## config.mk

```make
export PLATFORM = sky130hd
export DESIGN_NAME = morse_symbol_timer
export DESIGN_NICKNAME = d
export VERILOG_FILES = /design/src/rtl/morse_symbol_timer.sv
export SDC_FILE = /design/constraint.sdc
export NUM_CORES = 1
export LEC_CHECK = 0
export BUFFER_PORTS_ARGS = -buffer_cell sky130_fd_sc_hd__buf_4
export CAP_MARGIN = 5
export CORE_UTILIZATION = 26
export DETAILED_ROUTE_END_ITERATION = 8
export HOLD_SLACK_MARGIN = 0.15
export SETUP_SLACK_MARGIN = 0.3
export SLEW_MARGIN = 20
export SYNTH_ARGS = -nofsm -noshare
export SYNTH_HDL_FRONTEND = slang
export SYNTH_SLANG_ARGS = --single-unit
```

## constraint.sdc

```tcl
create_clock -name clk -period 8.05 [get_ports clk]
set_clock_uncertainty 0.15 [all_clocks]
set_input_delay 0 -clock clk [delete_from_list [all_inputs] [get_ports clk]]
set_output_delay 0 -clock clk [all_outputs]
set_load 0.02 [all_outputs]
```

## src/rtl/morse_symbol_timer.sv

```systemverilog
// Morse timing front end: classifies key presses as dot/dash/illegal and
// times the idle gap after each symbol to mark character and word ends.
module morse_symbol_timer #(
  // Defaults mirror DASH/ILLEGAL_SYMBOL/CHAR/WORD_TICK_COUNT_C in morse_decoder_pkg.
  parameter int unsigned DASH_TICKS    = 30_000_000,
  parameter int unsigned ILLEGAL_TICKS = 100_000_000,
  parameter int unsigned CHAR_TICKS    = 175_000_000,
  parameter int unsigned WORD_TICKS    = 250_000_000
) (
  input  logic clk,
  input  logic rst_n,
  input  logic btn_db,
  output logic dot_o,
  output logic dash_o,
  output logic illegal_o,
  output logic char_end_o,
  output logic word_end_o,
  output logic pressed_o
);

  localparam int unsigned MaxTicks = (ILLEGAL_TICKS > WORD_TICKS) ? ILLEGAL_TICKS : WORD_TICKS;
  localparam int unsigned CW       = $clog2(MaxTicks + 1);

  localparam logic [CW-1:0] DashC    = CW'(DASH_TICKS);
  localparam logic [CW-1:0] IllegalC = CW'(ILLEGAL_TICKS);
  localparam logic [CW-1:0] CharC    = CW'(CHAR_TICKS);
  localparam logic [CW-1:0] WordC    = CW'(WORD_TICKS);
  localparam logic [CW-1:0] OneC     = CW'(1);

  typedef enum logic [1:0] {
    StWait  = 2'd0,
    StPress = 2'd1,
    StGap   = 2'd2
  } state_e;

  state_e        state_q, state_d;
  logic [CW-1:0] cnt_q, cnt_d;
  logic [CW-1:0] cnt_inc;
  logic          dot_q, dot_d;
  logic          dash_q, dash_d;
  logic          illegal_q, illegal_d;
  logic          char_end_q, char_end_d;
  logic          word_end_q, word_end_d;
  logic          pressed_q, pressed_d;

  // Next-state, shared counter and event decode.
  always_comb begin
    state_d    = state_q;
    cnt_d      = cnt_q;
    dot_d      = 1'b0;
    dash_d     = 1'b0;
    illegal_d  = 1'b0;
    char_end_d = 1'b0;
    word_end_d = 1'b0;
    cnt_inc    = cnt_q + OneC;

    unique case (state_q)
      StWait: begin
        if (btn_db) begin
          state_d = StPress;
          cnt_d   = OneC;
        end else begin
          cnt_d = '0;
        end
      end
      StPress: begin
        if (btn_db) begin
          // Saturate so an over-long press can never wrap back to a dot.
          cnt_d = (cnt_q >= IllegalC) ? IllegalC : cnt_inc;
        end else begin
          if (cnt_q < DashC) begin
            dot_d = 1'b1;
          end else if (cnt_q < IllegalC) begin
            dash_d = 1'b1;
          end else begin
            illegal_d = 1'b1;
          end
          // The release sample is the first gap sample.
          state_d = StGap;
          cnt_d   = OneC;
        end
      end
      StGap: begin
        if (btn_db) begin
          // A press on the boundary edge wins over the gap event.
          state_d = StPress;
          cnt_d   = OneC;
        end else begin
          cnt_d = cnt_inc;
          if (cnt_inc == CharC) begin
            char_end_d = 1'b1;
          end
          if (cnt_inc == WordC) begin
            word_end_d = 1'b1;
            state_d    = StWait;
            cnt_d      = '0;
          end
        end
      end
      default: begin
        state_d = StWait;
        cnt_d   = '0;
      end
    endcase

    pressed_d = (state_d == StPress);
  end

  // State, counter and registered outputs.
  always_ff @(posedge clk or negedge rst_n) begin
    if (!rst_n) begin
      state_q    <= StWait;
      cnt_q      <= '0;
      dot_q      <= 1'b0;
      dash_q     <= 1'b0;
      illegal_q  <= 1'b0;
      char_end_q <= 1'b0;
      word_end_q <= 1'b0;
      pressed_q  <= 1'b0;
    end else begin
      state_q    <= state_d;
      cnt_q      <= cnt_d;
      dot_q      <= dot_d;
      dash_q     <= dash_d;
      illegal_q  <= illegal_d;
      char_end_q <= char_end_d;
      word_end_q <= word_end_d;
      pressed_q  <= pressed_d;
    end
  end

  assign dot_o      = dot_q;
  assign dash_o     = dash_q;
  assign illegal_o  = illegal_q;
  assign char_end_o = char_end_q;
  assign word_end_o = word_end_q;
  assign pressed_o  = pressed_q;

endmodule

```

==> flow_metrics.py <==
metrics = {
    "run_status": {
        "status": "complete, no violations",
    },
    "place": {
        "port_buffers": 8,
        "post-dp-hpwl_um": 4350,
        "gp_congestion": 0.912,
        "dp_cells": 366,
        "dpl-instance-area_um2": 2430,
    },
    "layout": {
        "antenna_cells": 0,
        "finalNetCount": 277,
        "drive_above_1_share": 0.106,
        "fin_cells": 378,
        "most-common-layout-cells": "36 x dfrtp_1, 29 x nand2_1, 26 x nor2_1",
        "area_delta_synth_final_pct": 12.5,
        "stdcell_area_um2": 2590,
        "layout_commonest_cell": "dfrtp_1",
    },
    "synth": {
        "netlist_top_cells_area": "dfrtp_1 39%, xnor2_1 6.5%, nand2_1 4.7%",
        "syn_area_um2": 2300,
        "synth_fp_nets": 273,
        "synth_edf_count": 0,
        "synthCells": 268,
        "ys_types": 46,
        "yosys_warnings": 0,
        "synth_top_area_frac": 0.391,
        "avgSynthCellArea_um2": 8.59,
        "ys_seq_area_frac": 0.391,
        "async_flop_share": 1.00,
        "ys_ff_latch": 36,
        "synth_top_cell_by_area": "dfrtp_1",
        "ys.flop_type": "dfrtp_1",
    },
    "routing": {
        "wl_per_cell_um": 15.6,
        "drc": 0,
        "ant_nets": 0,
        "dr_total_vias": 2003,
        "viasPerCell": 5.30,
        "firstDrtPassIters": 4,
        "first_iter_violations": 143,
        "wl_um": 5890,
    },
    "cts": {
        "clock_sinks": 36,
        "tritoncts": "yes",
        "path_clk_slew_ns": 0.08,
        "clock-root-buffer": "clkbuf_8",
        "cts_buffers": 5,
        "clk_latency_ns": 0.30,
        "cts_max_path_buffers": 2,
        "ctsHoldBuffers": 4,
        "ctsResizeCount": 0,
        "htreeDepth": 2,
        "cts_setup_buffers": 0,
    },
    "critical_path": {
        "critPathCaptureType": "register",
        "startpoint_type": "register",
        "critPathBufInv": 0,
        "critPathRequiredTime_ns": 8.07,
        "worstPathMaxFanout": 8,
        "cp_slowest_stage_delay_ns": 0.66,
        "crit_slowest_cell": "nor4_2",
        "cp_top_family": "simple AND/OR/NAND/NOR gates",
        "crit_chain": "ha_1, nand3_1, nor4_2, and3_1, xnor2_1, nand4_1, nor4_4, nor2_1",
        "crit_arrival_ns": 3.48,
        "critPathKind": "register to register",
    },
    "timing": {
        "setup-tns-final_ns": 0,
        "max_freq_mhz": 288,
        "fin_crit_sh": 0.431,
        "holdWs_ns": 0.408,
        "hold_viol": 0,
        "finalMaxSlewViolations": 0,
        "layout_min_cycle_time_ns": 3.47,
        "worst_pin_slew_ns": 0.788,
        "max_slew_margin": 0.473,
        "setup_viol": 0,
        "rsz0062_at_grt": "false",
    },
    "worst_hold_path": {
        "holdCritPathClass": "primary input to register",
    },
    "power_and_ir_drop": {
        "ir_worst_vdd_v": 0.0000765,
        "pwr_density_cell_nw_per_um2": 146,
        "leakage_nw": 1.05,
    },
    "global_routing": {
        "grt_pass1_wl_um": 9820,
        "grt_max_degree": 37,
        "antenna_found_initial": 0,
        "grt_pass1_vias": 1904,
        "grt-ovfl-total": 0,
        "grt_use_total": 0.142,
    },
    "floorplanning": {
        "die_x_um": 96.1,
        "die_h_um": 96.1,
        "rows": 33,
        "dieArea_um2": 9240,
        "core_area_um2": 8380,
        "start_util": 0.275,
        "io_pins": 9,
    },
    "job": {
        "max-cap-violations": 0,
    },
}
[routing by layer]
| metal | up-vias | track usage | share of wire |
|---|---|---|---|
| met5 | - | 0 | 0 |
| met4 | 0 | 0.0435 | 0.016 |
| met3 | 9 | 0.0292 | 0.066 |
| met2 | 65 | 0.226 | 0.46 |
| met1 | 963 | 0.191 | 0.45 |
| li1 | 966 | - | - |
[cell type report]
type | instances | area, um2
inverters | 5 | 18.8
clock buffers | 5 | 68.8
flip-flops and latches | 36 | 901
clock inverters | 3 | 42.5
well taps | 105 | 131
repair buffers | 12 | 110
multi-input cells | 212 | 1320
fillers | 870 | 5790
[synth_stat cells (2+ instances only)]
library cell and instances:
o21ai_0 17, nand3b_1 2, and2_1 3, nor2b_1 2
nor3_1 14, buf_2 8, nor4_1 6, and3_1 3
o22ai_1 3, nor2_1 26, nand2_1 29, dfrtp_1 36
a31oi_1 3, inv_1 5, a21oi_1 11, nand2b_1 2
nand3_1 14, ha_1 2, nor3b_1 5, nor3_4 2
o21a_1 5, clkbuf_1 7, nand4_1 10, or4_1 3
or2_2 2, xor2_1 12, xnor2_1 17
[report_power, final]
group	switching, mW	leakage [nW]	internal [mW]
combinational	0.0163	0.498	0.00956
sequential	0.00605	0.494	0.184
clock	0.0717	0.0541	0.0917
[flip-flops by register name (all words and copies together) (netlist names)]
register	count
char_end_o	1
cnt_q	28
dash_o	1
dot_o	1
illegal_o	1
pressed_o	1
state_q	2
word_end_o	1
[logic make-up after synthesis]
| kind of cell | count (synthesis) | synth area share |
|---|---|---|
| DFF | 36 | 0.391 |
| adders and majority gates | 2 | 0.0109 |
| xor gates and xnor gates | 29 | 0.110 |
| buffers and inverters | 20 | 0.0369 |
| AOI/OAI and AO/OA | 48 | 0.127 |
| and+or+nand+nor | 133 | 0.324 |
[worst paths after layout]
path,startpoint,to,slack [ns],cells past startpoint
max,cnt_q[0]$_DFF_PN0_,cnt_q[15]$_DFF_PN0_,4.58,8
min,btn_db,state_q[0]$_DFF_PN0_,0.41,4
max reg2reg,cnt_q[0]$_DFF_PN0_,cnt_q[15]$_DFF_PN0_,4.58,8
min reg2reg,state_q[0]$_DFF_PN0_,state_q[0]$_DFF_PN0_,0.45,1
max in group asynchronous,rst_n,cnt_q[20]$_DFF_PN0_,6.96,4
min in group asynchronous,rst_n,cnt_q[6]$_DFF_PN0_,0.59,4
[tightest hold or removal path: stages]
cell	delay (ns)
dlygate4sd3_1	0.52
buf_4	0.12
inv_1	0.07
a21oi_1	0.11
[per-stage QoR]
step	utilization	power, mW	worst slack [ns]
floorplan	-	0.207	5.26
global placement	0.290	0.217	4.60
detailed placement	0.290	0.217	4.61
CTS	0.309	0.382	4.56
global route	0.309	0.392	4.23
finish	0.309	0.379	4.58
Power figures use the tool's default switching activity.
